### src/rtl/logical_operand_sequencer.sv
// rtl/logical_operand_sequencer.sv - byte-stream operand sequencer for the 8-bit logical unit (optional LOGSEQ_TXN_COUNT_EN)
module logical_operand_sequencer #(
  parameter int WIDTH     = 8,
  parameter int CNT_WIDTH = 8
) (
  input  logic                 clk_i,
  input  logic                 rst_ni,
  input  logic [WIDTH-1:0]     in_data_i,
  input  logic                 in_valid_i,
  output logic                 in_ready_o,
  output logic [WIDTH-1:0]     a_o,
  output logic [WIDTH-1:0]     b_o,
  output logic                 op_o,
  input  logic [WIDTH-1:0]     y_i,
  output logic [WIDTH-1:0]     res_data_o,
  output logic                 res_valid_o,
  input  logic                 res_ready_i,
`ifdef LOGSEQ_TXN_COUNT_EN
  output logic [CNT_WIDTH-1:0] txn_count_o,
`endif
  output logic                 busy_o
);

  typedef enum logic [2:0] {
    S_A    = 3'd0,
    S_B    = 3'd1,
    S_OP   = 3'd2,
    S_EXEC = 3'd3,
    S_OUT  = 3'd4
  } state_e;

  state_e           state_q;
  logic [WIDTH-1:0] a_q;
  logic [WIDTH-1:0] b_q;
  logic             op_q;
  logic [WIDTH-1:0] res_data_q;
  logic             res_valid_q;
  logic             busy_q;
  logic             in_xfer;
  logic             res_xfer;

  // Only bit 0 of the op byte selects the operation; the rest is dropped.
  logic unused_op_bits;
  assign unused_op_bits = ^in_data_i[WIDTH-1:1];

  // Input is accepted only in the three operand-gathering states and never in reset.
  assign in_ready_o = rst_ni && ((state_q == S_A) || (state_q == S_B) || (state_q == S_OP));
  assign in_xfer    = in_valid_i && in_ready_o;
  assign res_xfer   = res_valid_q && res_ready_i;

  // Sequencer FSM: gathers A, B, OP, samples the logical unit, then holds the result.
  always_ff @(posedge clk_i or negedge rst_ni) begin
    if (!rst_ni) begin
      state_q     <= S_A;
      a_q         <= '0;
      b_q         <= '0;
      op_q        <= 1'b0;
      res_data_q  <= '0;
      res_valid_q <= 1'b0;
      busy_q      <= 1'b0;
    end else begin
      case (state_q)
        S_A: begin
          if (in_xfer) begin
            a_q     <= in_data_i;
            state_q <= S_B;
            busy_q  <= 1'b1;
          end
        end
        S_B: begin
          if (in_xfer) begin
            b_q     <= in_data_i;
            state_q <= S_OP;
          end
        end
        S_OP: begin
          if (in_xfer) begin
            op_q    <= in_data_i[0];
            state_q <= S_EXEC;
          end
        end
        S_EXEC: begin
          // Operands have been stable for a full cycle, so Y is settled here.
          res_data_q  <= y_i;
          res_valid_q <= 1'b1;
          state_q     <= S_OUT;
        end
        S_OUT: begin
          if (res_xfer) begin
            res_valid_q <= 1'b0;
            state_q     <= S_A;
            busy_q      <= 1'b0;
          end
        end
        default: begin
          state_q     <= S_A;
          res_valid_q <= 1'b0;
          busy_q      <= 1'b0;
        end
      endcase
    end
  end

`ifdef LOGSEQ_TXN_COUNT_EN
  logic [CNT_WIDTH-1:0] txn_count_q;
  logic [CNT_WIDTH-1:0] txn_count_d;

  // Next count wraps naturally at the counter width.
  assign txn_count_d = txn_count_q + 1'b1;

  // Count completed result transfers.
  always_ff @(posedge clk_i or negedge rst_ni) begin
    if (!rst_ni) begin
      txn_count_q <= '0;
    end else if (res_xfer) begin
      txn_count_q <= txn_count_d;
    end
  end

  assign txn_count_o = txn_count_q;
`else
  localparam int UnusedCntWidth = CNT_WIDTH;
`endif

  assign a_o         = a_q;
  assign b_o         = b_q;
  assign op_o        = op_q;
  assign res_data_o  = res_data_q;
  assign res_valid_o = res_valid_q;
  assign busy_o      = busy_q;

endmodule

### config.mk
export PLATFORM = sky130hd
export DESIGN_NAME = logical_operand_sequencer
export DESIGN_NICKNAME = d
export VERILOG_FILES = /design/src/rtl/logical_operand_sequencer.sv
export SDC_FILE = /design/constraint.sdc
export NUM_CORES = 1
export LEC_CHECK = 0
export ABC_AREA = 1
export BUFFER_PORTS_ARGS = -buffer_cell sky130_fd_sc_hd__buf_4
export CAP_MARGIN = 0
export CORE_MARGIN = 4
export CORE_UTILIZATION = 52
export CTS_CLUSTER_DIAMETER = 50
export DETAILED_ROUTE_END_ITERATION = 7
export PLACE_DENSITY = 0.84
export REMOVE_ABC_BUFFERS = 1
export SLEW_MARGIN = 20
export SYNTH_ARGS = -nofsm -noshare
export SYNTH_HDL_FRONTEND = slang
export SYNTH_SLANG_ARGS = --single-unit
### constraint.sdc
create_clock -name clk_i -period 2.7 [get_ports clk_i]
set_clock_uncertainty 0.2 [all_clocks]
set_input_delay 0.54 -clock clk_i [delete_from_list [all_inputs] [get_ports clk_i]]
set_output_delay 0.54 -clock clk_i [all_outputs]
set_load 0.05 [all_outputs]
==> key figures <==
Timing
  • Minimum clock period: 2.10 ns
  • Final WS setup: 0.600 ns
  • Fmax: 0.476 GHz
  • Number of setup violations in the final report: 0
  • Slew HR: 0.704
  • RSZ-0062 raised after global routing: no
  • Final Cycle Share: 0.778
  • Max Slew Vio Count: 0
  • Final hold violation count: 0
  • TNS Setup: 0 ns
  • Worst slew pin tran: 0.444 ns

Clock tree
  • Post-cts resize count: 0
  • CTS tree: built
  • Post-CTS setup buffers: 0
  • CTS sink cnt: 30
  • Worst-skew pair later-pin latency: 0.32 ns
  • Cts bufs inserted: 5
  • Root buffer cell: clkbuf_4
  • Clock-pin slew on the worst setup and hold paths: approximately 0.090 ns
  • CTS Hold Buffers Added: 0
  • CTS H-Tree Depth: 2
  • CTS max path bufs: 2

Critical path
  • CP bufs+invs: 2
  • Critical path's top delay family: flip-flops
  • CP peak stage delay: 0.54 ns
  • CP Class: register to output port
  • CP Launch Type: register
  • Slowest-stage cell, CP: dfrtp_1
  • Worst EP required: 1.96 ns
  • CP Data Arrival Time: roughly 1.4 ns
  • Element type at the critical path end: output port
  • Crit path max fanout: 6
  • Cells along the critical path: nand2_1 > nand3_1 > inv_1 > buf_4
  • Reg2Reg Setup Slack: 1.12 ns

Floorplan
  • Die height: 58.9 µm
  • Boundary Pins: 48
  • Initial Utilization: 0.543
  • Core area: 0.00248 mm²
  • Die area: 0.00346 mm²
  • Die width: 58.9 µm
  • Row Count: 18

Finish
  • Area growth, synth to finish: 32.0%
  • Register area: roughly 750 µm²
  • Fill cells: 207
  • Layout Utilization: 0.717
  • Footprint of the multi-input gates: about 470 µm²
  • Commonest non-fill, non-tap cell in the layout: buf_4
  • # diodes: 0
  • Layout cells sized above 1: 0.372
  • Fin nets: 215
  • Final Non-Filler Cells: 226
  • Commonest cells after routing, fill and taps aside: buf_4, nand2_1, dfrtp_1

GRT
  • Number of global-route vias before repair: 1083
  • Grt ovf: 0
  • Antenna violations before repair: 0
  • Largest net degree at the start of global routing: 35
  • Global-route wire length before repair: 4740 µm
  • Gr usage total: 0.184

Route
  • Met3 wire len: around 250 µm
  • Starting DRT DRC Count: 39
  • WL per Instance: 12.3 µm
  • Antenna Nets Post-Route: 0
  • Vias: roughly 1100
  • Final WL: 2780 µm
  • Met2 routed WL: 1350 µm
  • Vias per inst: 5.00
  • 1st-pass router iterations: 4
  • DR top layer: met4
  • DR DRC count: 0
  • Met1 wire length: 1160 µm

Status
  • Run status: complete, no violations

Power and ir drop
  • Sequential share of power: 0.313
  • Static leakage: 0.991 nW
  • Clk pwr share: 0.105
  • Sw power: 1.37 mW
  • Sw Share: 0.527
  • Int Pwr: 1.22 mW
  • Comb power frac: 0.581
  • PD cells: ~1500 mW/mm²
  • Max IR drop VDD: approximately 0.94 mV

Logic synthesis
  • Top_reg_cell synth: dfrtp_1
  • Synth Instances: 143
  • Post-synthesis adder-cell area fraction: 0
  • Synthesized flop and latch total: 30
  • Number of synthesized flops with an enable pin: 0
  • Post-synth top area share: 0.558
  • Synthesized area: between 0.001 and 0.0015 mm²
  • Largest family of logic cells by synthesized area: simple AND/OR/NAND/NOR gates
  • Xor/xnor cell area share of the yosys netlist: 0
  • Compound-cell area share of the yosys netlist: 0.113
  • Synth area leader: dfrtp_1
  • Sequential area share after synthesis: 0.558
  • Asr flop ratio synth: 1.00
  • Multiplexer share of the synthesized area: 0
  • Post-synth cell types: 19
  • Post-Synth Simple-Gate Area: 0.235
  • Ys Warns: 0
  • Syn Area/Cell: 9.41 µm²
  • Main area contributors after synthesis: dfrtp_1, nand2_1, inv_1

Flow run
  • Maxcap violations: 0

Placement
  • Routability cong.: 0.786
  • Post-DP HPWL: roughly 2100 µm
  • DP Worst Slack: 0.677 ns
  • IO Port Bufs: 47
  • Inst Count DP: 218

Min path
  • Worst Hold Class: primary input to asynchronous set/reset pin
## layer usage
| layer | vias up | track usage |
|---|---|---|
| met2 | 50 | 0.304 |
| met5 | - | 0 |
| met3 | 4 | 0.0526 |
| met1 | 521 | 0.213 |
| li1 | 556 | - |
| met4 | 0 | 0.100 |
## worst reg2reg max path: cells and delay by family, from the launching register on
| kind | cells | cell delay (ns) |
|---|---|---|
| compound gates | 1 | 0.07 |
| flops | 1 | 0.50 |
| simple gates | 3 | 0.70 |
## per-stage QoR
stage	hold WS [ns]	total power [mW]	cell area (µm²)
5_1_grt	0.0758	2.74	1780
4_1_cts	0.0574	2.61	1780
3_3_place_gp	0.256	2.30	1720
6_report	0.0542	2.59	1780
2_1_floorplan	0.0444	1.87	1320
3_5_place_dp	0.267	2.34	1720
## layout make-up
class,count,area share
Clock inverter,1,0.00282
Inverter,26,0.0557
Clock buffer,7,0.0310
Tap cell,30,0.0211
Multi-Input combinational cell,84,0.264
Sequential cell,30,0.423
Timing Repair Buffer,48,0.203
## state kept, by name (all words and copies together) (netlist names)
register / count
busy_o: 1
res_data_o: 8
res_valid_o: 1
b_o: 8
a_o: 8
state_q: 3
op_o: 1
## power by group through the flow
| stage | Sequential [mW] | Clock [mW] | Combinational, mW |
|---|---|---|---|
| 3_5_place_dp | 0.817 | 0 | 1.52 |
| 2_1_floorplan | 1.46 | 0 | 0.413 |
| 3_3_place_gp | 0.811 | 0 | 1.49 |
| 6_report | 0.811 | 0.273 | 1.51 |
| 5_1_grt | 0.842 | 0.300 | 1.60 |
| 4_1_cts | 0.811 | 0.280 | 1.52 |
## logic make-up after synthesis
group	Yosys count
AOI/OAI and AO/OA	22
and+or+nand+nor	62
buffers and inverters	29
DFF	30
## path summary, 6_finish.rpt
kind / to / start / cells past startpoint
min in group clk_i: res_data_o[7] / y_i[7] / 3
max reg2reg: a_o[7] / state_q[0] / 4
min reg2reg: b_o[1] / b_o[1] / 2
min: b_o[7] / rst_ni / 2
max: in_ready_o / state_q[0] / 4
max in group asynchronous: a_o[1] / rst_ni / 2
## Yosys cell counts, types with 2 or more instances
cell type,number
o21ai_2,8
a21oi_1,2
nand3_4,2
o21ai_0,7
nor2_4,2
nand2_1,42
buf_6,2
inv_1,23
o21ai_1,4
dfrtp_1,30
nand3_1,12
inv_2,2
Power figures use the tool's default switching activity.
